--- src/rtl/frogger_input_pkg.sv ---
// Shared definitions for the Frogger input path: repeat FSM states, default
// timing constants and a counter width helper.
package frogger_input_pkg;

   typedef enum logic [1:0] {
      IDLE   = 2'd0,
      DELAY  = 2'd1,
      REPEAT = 2'd2
   } rpt_state_e;

   localparam int CLK_HZ           = 25_000_000;
   localparam int DEBOUNCE_MS      = 10;
   localparam int REPEAT_DELAY_MS  = 500;
   localparam int REPEAT_PERIOD_MS = 100;
   localparam int CYCLES_PER_MS    = CLK_HZ / 1000;

   // Width of a counter that must hold 0..n-1; never narrower than one bit.
   function automatic int cnt_width(input int n);
      return (n <= 2) ? 1 : $clog2(n);
   endfunction

   function automatic int max2(input int a, input int b);
      return (a > b) ? a : b;
   endfunction

endpackage

--- src/rtl/debounce_channel.sv ---
// One switch channel: polarity fix, 2-FF synchroniser, debounce counter,
// edge detection and hold-to-repeat FSM. Edge/repeat events are combinational.
module debounce_channel
   import frogger_input_pkg::*;
#(
   parameter int DEBOUNCE_CYCLES = 4,
   parameter int REPEAT_DELAY    = 10,
   parameter int REPEAT_PERIOD   = 3,
   parameter bit REPEAT_EN       = 1'b1,
   parameter bit INVERT          = 1'b0
) (
   input  logic i_Clk,
   input  logic i_Reset,
   input  logic i_Switch,
   output logic o_Level,
   output logic o_Rise,
   output logic o_Fall,
   output logic o_Rep
);

   localparam int DB_W = cnt_width(DEBOUNCE_CYCLES);
   localparam int RC_W = cnt_width(max2(REPEAT_DELAY, REPEAT_PERIOD));
   localparam logic [DB_W-1:0] DB_LAST = DB_W'(DEBOUNCE_CYCLES - 1);
   localparam logic [RC_W-1:0] RD_LAST = RC_W'(REPEAT_DELAY - 1);
   localparam logic [RC_W-1:0] RP_LAST = RC_W'(REPEAT_PERIOD - 1);

   logic            s1_q, s2_q;
   logic            stable_q, stable_d;
   logic [DB_W-1:0] db_cnt_q, db_cnt_d;
   rpt_state_e      state_q, state_d;
   logic [RC_W-1:0] rcnt_q, rcnt_d;
   logic            rise, fall, rep;

   always_comb begin
      stable_d = stable_q;
      db_cnt_d = db_cnt_q;
      rise     = 1'b0;
      fall     = 1'b0;
      if (s2_q == stable_q) begin
         db_cnt_d = '0;
      end else if (db_cnt_q == DB_LAST) begin
         stable_d = s2_q;
         db_cnt_d = '0;
         rise     = s2_q;
         fall     = ~s2_q;
      end else begin
         db_cnt_d = db_cnt_q + 1'b1;
      end
   end

   // A release always wins over a coinciding terminal count.
   always_comb begin
      state_d = state_q;
      rcnt_d  = rcnt_q;
      rep     = 1'b0;
      case (state_q)
         IDLE: begin
            if (rise && REPEAT_EN) begin
               state_d = DELAY;
               rcnt_d  = '0;
            end
         end
         DELAY: begin
            if (fall) begin
               state_d = IDLE;
               rcnt_d  = '0;
            end else if (rcnt_q == RD_LAST) begin
               rep     = 1'b1;
               state_d = REPEAT;
               rcnt_d  = '0;
            end else begin
               rcnt_d = rcnt_q + 1'b1;
            end
         end
         REPEAT: begin
            if (fall) begin
               state_d = IDLE;
               rcnt_d  = '0;
            end else if (rcnt_q == RP_LAST) begin
               rep    = 1'b1;
               rcnt_d = '0;
            end else begin
               rcnt_d = rcnt_q + 1'b1;
            end
         end
         default: begin
            state_d = IDLE;
            rcnt_d  = '0;
         end
      endcase
   end

   always_ff @(posedge i_Clk or posedge i_Reset) begin
      if (i_Reset) begin
         s1_q     <= 1'b0;
         s2_q     <= 1'b0;
         stable_q <= 1'b0;
         db_cnt_q <= '0;
         state_q  <= IDLE;
         rcnt_q   <= '0;
      end else begin
         s1_q     <= i_Switch ^ INVERT;
         s2_q     <= s1_q;
         stable_q <= stable_d;
         db_cnt_q <= db_cnt_d;
         state_q  <= state_d;
         rcnt_q   <= rcnt_d;
      end
   end

   assign o_Level = stable_q;
   assign o_Rise  = rise;
   assign o_Fall  = fall;
   assign o_Rep   = rep;

endmodule

--- src/rtl/switch_conditioner.sv ---
// Conditions all push-buttons: per-channel debounce/repeat, registered edge
// pulses and a merged, optionally one-hot, move-pulse vector.
module switch_conditioner
   import frogger_input_pkg::*;
#(
   parameter int              N_CH            = 4,
   parameter int              DEBOUNCE_CYCLES = CYCLES_PER_MS * DEBOUNCE_MS,
   parameter int              REPEAT_DELAY    = CYCLES_PER_MS * REPEAT_DELAY_MS,
   parameter int              REPEAT_PERIOD   = CYCLES_PER_MS * REPEAT_PERIOD_MS,
   parameter logic [N_CH-1:0] REPEAT_MASK     = '1,
   parameter logic [N_CH-1:0] INVERT_MASK     = '0,
   parameter bit              ONE_HOT_MOVE    = 1'b1
) (
   input  logic            i_Clk,
   input  logic            i_Reset,
   input  logic [N_CH-1:0] i_Switch,
   output logic [N_CH-1:0] o_Level,
   output logic [N_CH-1:0] o_Press,
   output logic [N_CH-1:0] o_Release,
   output logic [N_CH-1:0] o_Move
);

   logic [N_CH-1:0] rise_w, fall_w, rep_w;
   logic [N_CH-1:0] raw_move, move_d;
   logic [N_CH-1:0] press_q, release_q, move_q;

   for (genvar g = 0; g < N_CH; g++) begin : g_ch
      debounce_channel #(
         .DEBOUNCE_CYCLES (DEBOUNCE_CYCLES),
         .REPEAT_DELAY    (REPEAT_DELAY),
         .REPEAT_PERIOD   (REPEAT_PERIOD),
         .REPEAT_EN       (REPEAT_MASK[g]),
         .INVERT          (INVERT_MASK[g])
      ) u_ch (
         .i_Clk    (i_Clk),
         .i_Reset  (i_Reset),
         .i_Switch (i_Switch[g]),
         .o_Level  (o_Level[g]),
         .o_Rise   (rise_w[g]),
         .o_Fall   (fall_w[g]),
         .o_Rep    (rep_w[g])
      );
   end

   // Isolating the lowest set bit drops losing pulses rather than queueing them.
   always_comb begin
      raw_move = rise_w | rep_w;
      move_d   = raw_move;
      if (ONE_HOT_MOVE) begin
         move_d = raw_move & (~raw_move + N_CH'(1));
      end
   end

   always_ff @(posedge i_Clk or posedge i_Reset) begin
      if (i_Reset) begin
         press_q   <= '0;
         release_q <= '0;
         move_q    <= '0;
      end else begin
         press_q   <= rise_w;
         release_q <= fall_w;
         move_q    <= move_d;
      end
   end

   assign o_Press   = press_q;
   assign o_Release = release_q;
   assign o_Move    = move_q;

endmodule

--- config.mk ---
export PLATFORM = sky130hd
export DESIGN_NAME = switch_conditioner
export DESIGN_NICKNAME = d
export VERILOG_FILES = /design/src/rtl/frogger_input_pkg.sv /design/src/rtl/debounce_channel.sv /design/src/rtl/switch_conditioner.sv
export SDC_FILE = /design/constraint.sdc
export NUM_CORES = 1
export LEC_CHECK = 0
export ABC_AREA = 1
export BUFFER_PORTS_ARGS = -buffer_cell sky130_fd_sc_hd__buf_2
export CAP_MARGIN = 20
export CORE_MARGIN = 4
export CORE_UTILIZATION = 47
export CTS_CLUSTER_DIAMETER = 100
export DETAILED_ROUTE_END_ITERATION = 12
export PLACE_DENSITY = 0.76
export SYNTH_ARGS = -nofsm -noshare
export SYNTH_HDL_FRONTEND = slang
export SYNTH_SLANG_ARGS = --single-unit
--- constraint.sdc ---
create_clock -name i_Clk -period 6.2 [get_ports i_Clk]
set_input_delay 0.93 -clock i_Clk [delete_from_list [all_inputs] [get_ports i_Clk]]
set_output_delay 0.93 -clock i_Clk [all_outputs]
set_load 0.005 [all_outputs]
Yosys cells after proc, flatten, opt, wreduce, memory -nomap -nowiden
Index checks and enable logic that the tools add are counted.
{"block": "totals", "ff_bits": 200, "in_bits": 6, "elab_cells": 183}
{"block": "classes", "n_eq_ne": 36, "bitwise_logic": 11, "reduce_logical": 12, "n_mux": 88, "n_addsub": 9}
{"operator": "$mux 24", "count": 20}
{"operator": "$pmux 24 s3", "count": 4}
{"operator": "$mux 18", "count": 8}
{"operator": "$add 24x1->24 const B", "count": 4}
{"operator": "$eq 24x22->1 const B", "count": 4}
{"operator": "$eq 24x24->1 const B", "count": 4}
{"operator": "$add 18x1->18 const B", "count": 4}
{"operator": "$eq 18x18->1 const B", "count": 4}
{"operator": "$mux 1", "count": 32}
{"operator": "$mux 2", "count": 16}
{"operator": "$pmux 2 s3", "count": 4}
{"operator": "$ne 2x1->1 const B", "count": 8}
{"operator": "$ne 3x1->1 const B", "count": 4}
{"operator": "$reduce_and 3->1", "count": 4}
{"operator": "$eq 2x1->1 const B", "count": 4}
{"operator": "$eq 2x2->1 const B", "count": 4}
{"operator": "$logic_not 2->1", "count": 4}
{"operator": "$not 1->1", "count": 8}
{"operator": "$pmux 1 s2", "count": 4}
{"operator": "$reduce_and 2->1", "count": 4}
{"operator": "$add 4x1->4 const B", "count": 1}
{"operator": "$and 4x4->4", "count": 1}
{"operator": "$eq 1x1->1", "count": 4}
{"operator": "$not 4->4", "count": 1}
{"operator": "$or 4x4->4", "count": 1}

Longest topological paths before layout
Gate-level depths: netlist (run 1).
{"block": "depth", "word_depth": 9, "ltp_mapped": 15, "mapped_depth_nobuf": 14}

Hierarchy
Synthesis (run 1) repeated with hierarchy kept, for this count alone.
{"block": "unflattened", "cells_unflattened": 1565, "hier_area_um2": 11860.1}
{"module": "debounce_channel", "area_each_um2": 2876.5, "cells_per_inst": 385, "n_inst": 4, "seq_area_each_um2": 1176.1}
{"module": "switch_conditioner", "area_each_um2": 354.1, "cells_per_inst": 25, "n_inst": 1, "seq_area_each_um2": 300.3}

Least setup slack after synthesis (run 1)
OpenSTA, ideal clock, no wires.
{"block": "synth_timing", "kind": "register to register", "from": "reg g_ch[1].u_ch.db_cnt_q[0]", "to": "reg g_ch[1].u_ch.rcnt_q[12]", "path_stages_with_launch": 13, "arrival_time_ps": 1604, "required_time_ps": 6080, "path_slack_ps": 4476, "period_less_slack_ps": 1724, "cell_sequence": "dfrtp_1 > ha_1 > nand2_2 > nor2_4 > inv_1 > nor2_1 > and2_4 > nand2_4 > nand2_4 > inv_2 > a21oi_4 > buf_6 > nor2_1"}
{"block": "synth_between", "elab_chain_cells": 5, "word_cells_on_any_way": 9, "cone_classes": "2 x eq/ne; 7 x mux"}
{"item": "start: declaration", "line_no": "debounce_channel.sv:29", "source": "logic [DB_W-1:0] db_cnt_q, db_cnt_d;"}
{"item": "start signal: assignment", "line_no": "debounce_channel.sv:105", "source": "db_cnt_q <= db_cnt_d;"}
{"item": "$eq 18x18->1 (*)", "line_no": "debounce_channel.sv:41", "source": "end else if (db_cnt_q == DB_LAST) begin"}
{"item": "$mux 1", "line_no": "debounce_channel.sv:41"}
{"item": "$mux 1", "line_no": "debounce_channel.sv:39", "source": "if (s2_q == stable_q) begin"}
{"item": "$mux 24, on equally long branches", "line_no": "debounce_channel.sv:76, debounce_channel.sv:64"}
{"item": "$pmux 24 s3", "line_no": "debounce_channel.sv:56", "source": "case (state_q)"}
{"item": "end signal: assignment", "line_no": "debounce_channel.sv:107", "source": "rcnt_q <= rcnt_d;"}
{"item": "end: declaration", "line_no": "debounce_channel.sv:31", "source": "logic [RC_W-1:0] rcnt_q, rcnt_d;"}
Every way passes the cells marked *; elsewhere a longest branch is shown, timed or not.
A chain may end at the register's enable or synchronous reset.

Worst setup path after layout (run 1)
{"block": "layout_timing", "from": "reg g_ch[1].u_ch.db_cnt_q[0]", "to": "reg g_ch[1].u_ch.rcnt_q[7]"}
The elaborated chain is that of the path after synthesis.

==> results.md, run 1 <==
* Worst Tran Pin Value at 0.891 ns
* TritonRoute pass-1 iters at 5
* Post-DP HPWL at about 16000 um
* CTS Sinks at 200
* Die Span Y at 163 um
* Post-Syn Instances at 1503
* Worst setup EP type: flop
* Status: completed
* Netlist Area Pre-Place at 0.0113 mm^2
* Crit Path Max Fanout at 31
* Ant diodes at 0
* Worst setup SP type: flop
* Yosys reg bits at 200
* Sequential-to-total area share from yosys stat at roughly 44%
* Mux contribution to synthesized area at 0%
* Synth area leaders: dfrtp_1 44%, nand2_1 11%, nor2_1 10%
* CP required at 6.49 ns
* First-pass GRT wire length at approximately 39000 um
* CP arrival at around 2.7 ns
* Setup CP Type: reg -> reg
* TritonCTS buffer count at 17
* Pin count of the biggest net entering global routing at between 150 and 200
* # rows at 56
* RSZ-0062 raised after global routing: no
* Wirelength per Cell at 12.0 um
* DRT antenna net count at 0
* Worst hold margin at ~0.36 ns
* Leakage power at 0.00562 uW
* Distinct cell type count after synthesis at 42
* Width of the die at 163 um
* Max Freq at 0.416 GHz
* Total die area at 0.0266 mm^2
* Count of cells resized by post-cts repair at 0
* Max_slew headroom at 40.6%
* Mean Syn Cell Area at roughly 7.5 um^2
* Initial antenna violation count at 0
* Power Total at ~2500 uW
* Ratio of cells with drive above 1 in the final layout at 7.23%
* EDFF count, synth at 0
* Layout Nets at 1548
* Final WL at 22300 um
* Ports at 22
* Via count at approximately 9300
* Leading cell types in the layout, fill and taps excluded: 319 x nand2_1, 311 x nor2_1, 200 x dfrtp_1, 183 x inv_1, 122 x nand3_1
* Worst skew pair latency at 0.43 ns
* H-Tree Depth at 4
* Post-CTS Hold Buffers at 0
* Simple-Gate Fraction of Synth Area at 35.5%
* Synth Flop Type: dfrtp_1
* Largest family of logic cells by synthesized area: simple AND/OR/NAND/NOR gates
* Commonest non-fill, non-tap cell in the layout: nand2_1
* Share of the synthesized area in the top cell type at between 40% and 50%
* Fill cells at 2225
* Post CTS Setup Buffer Count at 0
* Synth-to-Final Area Change at 7.87%
* TritonCTS clock tree: yes
* All-layer global routing usage at between 10% and 20%
* GP Congestion at approximately 0.89
* Synth Area in Adders at 2.21%
* Number of global-route vias before repair at 8890
* DRC viols at 0
* Peak VDD IR at about 0.16 mV
* Final hold vios at 0
* Starting density of the core at between 40% and 50%
* Clk buf depth at 2
* MaxCap Viol Count at 0
* Core box area at 0.0235 mm^2
* Setup TNS at 0 ns
* Skew final at ~0.012 ns
* Post-synthesis xor/xnor area fraction at 4.57%
* YS warnings at 0
* Drt initial violations at 678
* Hold/Removal Path Class: reg -> reg
* Vias per std cell at 5.04
* Share of flip-flops with an asynchronous set or reset at between 90% and 100%
* Clock Pin Slew Worst Setup and Hold Paths at around 0.08 ns
* Setup slack, reg-to-reg at roughly 3.8 ns
* Final slew viol count at 0
* Grt ovf at 0
* Largest area contributor in the netlist: dfrtp_1
* Post-route minimum period at approximately 2.4 ns
* Synth Area in Compound Gates at 4.94%
* Buffers on Ports at 21
* Syn nets at 1529
* Clock Root Buffer: clkbuf_16
* Final Setup Violations at 0
* Pwr/cell area at 204 mW/mm^2
* Period utilization at 38.8%
[worst paths after layout]
path,startpoint,to,depth (start not counted)
worst max-delay path,g_ch[1].u_ch.db_cnt_q[0],g_ch[1].u_ch.rcnt_q[7],11
worst min-delay path,g_ch[3].u_ch.s1_q,g_ch[3].u_ch.s2_q,0
worst max register to register,g_ch[1].u_ch.db_cnt_q[0],g_ch[1].u_ch.rcnt_q[7],11
worst min register to register,g_ch[3].u_ch.s1_q,g_ch[3].u_ch.s2_q,0
max in group asynchronous,i_Reset,g_ch[0].u_ch.rcnt_q[18],3
min in group asynchronous,i_Reset,g_ch[3].u_ch.rcnt_q[10],2
[state kept, by name, indices dropped and copies added (netlist names)]
name and flops:
o_Move 4, g_ch.u_ch.db_cnt_q 72, o_Release 4, g_ch.u_ch.o_Level 4
g_ch.u_ch.rcnt_q 96, o_Press 4, g_ch.u_ch.state_q 8, g_ch.u_ch.s1_q 4
g_ch.u_ch.s2_q 4
[cell usage after synthesis, types with 2 or more instances]
cell type    n
inv_1      184
nand2_4      5
or2_2        2
dfrtp_1    200
o21bai_1     2
nor2_4       5
nand4_1     42
nand2_1    319
nor2_1     311
and2_4       3
a31oi_1      3
nor2_2      12
a211oi_1     3
o21ai_0     42
nand3_1    122
nor3b_1     12
nand3b_1     6
nor4_1       9
inv_2        9
nand3_2      6
xnor2_1      5
nand2_2      7
nor3_1      38
ha_1        20
a21oi_4      2
o21ai_1      7
buf_4        8
a21oi_1     36
xor2_1      54
o21ai_2      3
buf_6       12
and3_1       4
[where the power goes]
part | switching, uW | total [uW] | leakage, uW | internal, uW
clock | 514 | 1120 | 0.000284 | 606
combinational | 41.7 | 51.7 | 0.00257 | 10.0
sequential | 5.97 | 1320 | 0.00277 | 1310
total | 561 | 2490 | 0.00562 | 1930
[cell type report]
type                       instances  area [um^2]  share of cell area (%)
timing repair buffer              22          125                    1.03
clock buffer                      18          429                    3.52
tap                              319          399                    3.27
inverter                         194          733                    6.01
sequential                       200         5000                    41.0
clock inverter                    14          161                    1.32
multi-input combinational       1087         5340                    43.8
[per-layer routing]
layer	up-vias	part of all wire (%)	GRT usage, %
li1	4826	-	-
met1	4340	47	23.3
met2	153	48	29.6
met3	19	3.3	2.93
met4	0	1.2	4.65
met5	-	0	0
[critical path, stage by stage (launching register included)]
cell     delay (ns)
dfrtp_1        0.37
ha_1           0.18
nand2_2        0.08
nor2_4         0.13
inv_1          0.05
nor2_1         0.15
and2_4         0.20
nand2_4        0.05
nand2_4        0.27
inv_2          0.14
a21oi_4        0.53
nor2_1         0.12
[through the flow]
step	cells	utilization, %	setup slack [ns]	cell area [um^2]
2_1_floorplan	1503	-	2.68	11300
3_3_place_gp	1822	49.3	3.82	11600
3_5_place_dp	1822	49.3	3.77	11600
4_1_cts	1854	51.8	3.77	12200
5_1_grt	1854	51.8	3.51	12200
6_report	1854	51.8	3.79	12200
[logic make-up (layout without fill, tap and decap cells)]
| group | Yosys count | in the layout |
|---|---|---|
| flip-flops | 200 | 200 |
| AND/OR/NAND/NOR | 908 | 908 |
| AO/OA/AOI/OAI | 100 | 100 |
| buffers and inverters | 216 | 248 |
| XOR/XNOR | 59 | 59 |
| adder cells (fa/ha/maj) | 20 | 20 |
(Power assumes the default switching activity.)
==> inputs of run 2 (changes only) <==
- ABC_AREA: 1 -> 0
- PLACE_DENSITY: 0.76 -> 0.74
- clock period: 6.2 -> 2.3 ns (I/O delays scaled with it)
==> run 2 against run 1 <==
  * The flow now finishes with violations (negative setup slack)
  * Sequential cell count unchanged
  * Combinational power increased to 3.5 times the previous value
  * Core utilization increased by 12 points
  * Hold slack got worse by 0.35 ns
  * Global-route usage increased by 3.0 points
  * Clock power increased to 2.7 times the previous value
  * Synthesized area decreased by 5.9%
  * Cell area increased by 15%
  * Routed wire length increased by 16%
  * Non-clock buffer count increased by 168
  * Highest routed layer unchanged
==> results.md, run 2 <==
* CTS Sinks at 200
* Register Area at 0.00501 mm^2
* Synth Flop Type: dfrtp_1
* All-layer global routing usage at 20.5%
* Crit Path Max Fanout at 12
* Ratio of cells with drive above 1 in the final layout at 29.4%
* EDFF count, synth at 0
* Number of global-route vias before repair at 8977
* Pwr/cell area at 482 mW/mm^2
* Post-route minimum period at 2.48 ns
* Max_slew headroom at 54.0%
* Grt ovf at 0
* Ports at 22
* Status: finished, violations left
* Ant diodes at 0
* Width of the die at 158 um
* Sw Ratio at 23.0%
* Period utilization at 108%
* Netlist Area Pre-Place at between 0.01 and 0.015 mm^2
* Share of flip-flops with an asynchronous set or reset at 100%
* Hold/Removal Path Class: in -> async
* RSZ-0062 raised after global routing: yes
* Launch point of the worst path: g_ch[1].u_ch.rcnt_q[14]
* Pin count of the biggest net entering global routing at 120
* Clock Root Buffer: clkbuf_16
* Worst setup SP type: flop
* Max reg flops at 96
* Worst Tran Pin Value at around 0.69 ns
* # rows at 54
* First-pass GRT wire length at between 40000 and 50000 um
* Multi-input logic area at roughly 0.0064 mm^2
* Top flop regs: g_ch.u_ch.rcnt_q x96, g_ch.u_ch.db_cnt_q x72, g_ch.u_ch.state_q x8
* Final hold vios at 0
* DRT antenna net count at 0
* Setup CP Type: reg -> reg
* Worst setup EP type: flop
* Synth cell count leaders: 200 x dfrtp_1, 128 x nand2_1, 111 x nor2_1
* Crit-path max cell delay at 0.56 ns
* Clock Pin Slew Worst Setup and Hold Paths at 0.08 ns
* Largest family of logic cells by synthesized area: simple AND/OR/NAND/NOR gates
* Worst skew pair latency at between 0.4 and 0.5 ns
* Leading cell types in the layout, fill and taps excluded: 199 x dfrtp_1, 138 x buf_4, 124 x nand2_1, 104 x nor2_1, 66 x nand3_1
* MaxCap Viol Count at 0
* TritonCTS buffer count at 17
* Buffers on Ports at 21
* Layout Nets at 1322
* Skew final at 0.0127 ns
* Post-Syn Instances at roughly 1100
* Final WL at 25900 um
* Int Pwr at approximately 5200 uW
* CP arrival at 2.80 ns
* Post-synthesis xor/xnor area fraction at 6.34%
* Total die area at 0.0251 mm^2
* TritonCTS clock tree: yes
* Final Setup Violations at 84
* Starting density of the core at 48.3%
* Post-DP HPWL at 16800 um
* FF-to-FF path depth at 7
* Via count at between 9000 and 10000
* Power share of the sequential group at 52.4%
* Die Span Y at 158 um
* YS warnings at 0
* Distinct cell type count after synthesis at 70
* Sequential-to-total area share from yosys stat at 47.0%
* Setup WS post-layout at -0.182 ns
* Yosys reg bits at 200
* Syn nets at 1158
* Vias per std cell at 5.80
* Mux contribution to synthesized area at 0.623%
* Drt initial violations at 623
* Leakage power at 0.00605 uW
* Initial antenna violation count at 0
* Failing checks: negative setup slack
* Mean Syn Cell Area at 9.40 um^2
* Post-Place Cells at 1544
* Simple-Gate Fraction of Synth Area at 28.7%
* Peak VDD IR at 0.471 mV
* CP required at 2.62 ns
* Final non-filler cell total at 1589
* Worst r2r src: g_ch[1].u_ch.rcnt_q[14]
* Max Freq at 0.403 GHz
* Synth Area in Adders at under 10%
* Clk buf depth at 2
* Core box area at 0.0220 mm^2
* Wirelength per Cell at between 15 and 20 um
* Fill cells at 1663
* Final slew viol count at 0
* Slowest CP cell: or4bb_4
* Synth area leaders: dfrtp_1 47%, nand3_1 4.9%, nand2_1 4.5%
* Largest Register: g_ch.u_ch.rcnt_q
* H-Tree Depth at 4
* Clock share of power at 44.9%
* TritonRoute pass-1 iters at 5
* Setup slack after placement at -0.196 ns
* Top-count cell post-synth: dfrtp_1
* Gate power share at about 2.7%
* Synth Area in Compound Gates at 12.0%
* DRC viols at 0
* NetSw at 1560 uW
* Largest area contributor in the netlist: dfrtp_1
* Worst hold margin at 0.0121 ns
* Commonest non-fill, non-tap cell in the layout: dfrtp_1
* Share of the synthesized area in the top cell type at 47.0%
* Critical path cell sequence: or4bb_4, or4_4, o21a_1, o21ba_4, buf_12, a31oi_1, o31ai_1
* Synth-to-Final Area Change at 32.1%
* GP Congestion at around 0.83
[run 2: cell types whose count changed in the layout (fill, tap and decap cells not counted), moves of 34 or more]
cell,previous run,this run
xnor2_1,5,39
inv_1,183,27
nand2_1,319,124
buf_4,0,138
nand3_1,122,66
nor2_1,311,104
[run 2: layer usage]
metal	track usage (%)	wire, um	up-vias
li1	-	-	4461
met1	28.4	12000	4535
met2	33.5	12500	192
met3	4.05	1040	34
met4	4.79	314	0
met5	0	0	-
[run 2: power groups by stage]
| stage | Combinational (uW) | Sequential, uW | Clock (uW) |
|---|---|---|---|
| after detailed placement | 181 | 3620 | 0 |
| final | 181 | 3550 | 3050 |
| after global routing | 209 | 3560 | 3250 |
| after CTS | 187 | 3550 | 3110 |
| after floorplan | 102 | 3630 | 0 |
| after global placement | 176 | 3620 | 0 |
[run 2: worst paths after layout]
kind                                                   to  slack (ns)
worst max-delay path              g_ch[1].u_ch.rcnt_q[14]       -0.18
worst min-delay path            g_ch[2].u_ch.db_cnt_q[11]        0.01
worst max register to register    g_ch[1].u_ch.rcnt_q[14]       -0.18
worst min register to register          g_ch[1].u_ch.s2_q        0.35
max in group asynchronous          g_ch[3].u_ch.rcnt_q[0]        1.65
min in group i_Clk                      g_ch[1].u_ch.s2_q        0.35
[run 2: cells by family (layout without fill, tap and decap cells)]
group / after synthesis / in the layout
adders and majority gates: 20 / 20
DFF: 200 / 200
and+or+nand+nor: 582 / 582
xor gates and xnor gates: 77 / 77
AOI/OAI and AO/OA: 174 / 174
muxes: 6 / 6
buffers and inverters: 73 / 250
[run 2: through the flow]
stage	power (uW)	TNS [ns]	cell area [um^2]	util, %
final	6780	-6.93	14100	63.8
after floorplan	3730	-131.71	11100	-
after CTS	6850	-3.36	13400	60.6
after global placement	3800	-5.61	12500	56.8
after global routing	7020	-13.35	14100	63.8
after detailed placement	3800	-8.16	12500	56.8
[run 2: layout make-up]
cell class | count | area share [%]
Sequential cell | 200 | 35.6
Timing Repair Buffer | 190 | 11.6
Tap cell | 280 | 2.49
Clock inverter | 12 | 0.917
Clock buffer | 20 | 3.32
Inverter | 28 | 0.774
Multi-Input combinational cell | 859 | 45.3
[run 2: what timing repair did]
| item | in CTS | in global routing |
|---|---|---|
| hold endpoints to repair | 4 | 0 |
| pin swaps | 13 | 56 |
| gates cloned | 1 | 3 |
| setup buffers | 6 | 3 |
| hold buffers | 4 | 0 |
| setup endpoints to repair | 112 | 99 |
| gates resized for setup | 35 | 122 |
[run 2: critical path, delay by kind of cell (launching register included)]
kind / cells / cell delay (ns)
buf+inv: 1 / 0.16
simple gates: 2 / 1.11
compound gates: 4 / 0.72
flops: 1 / 0.38
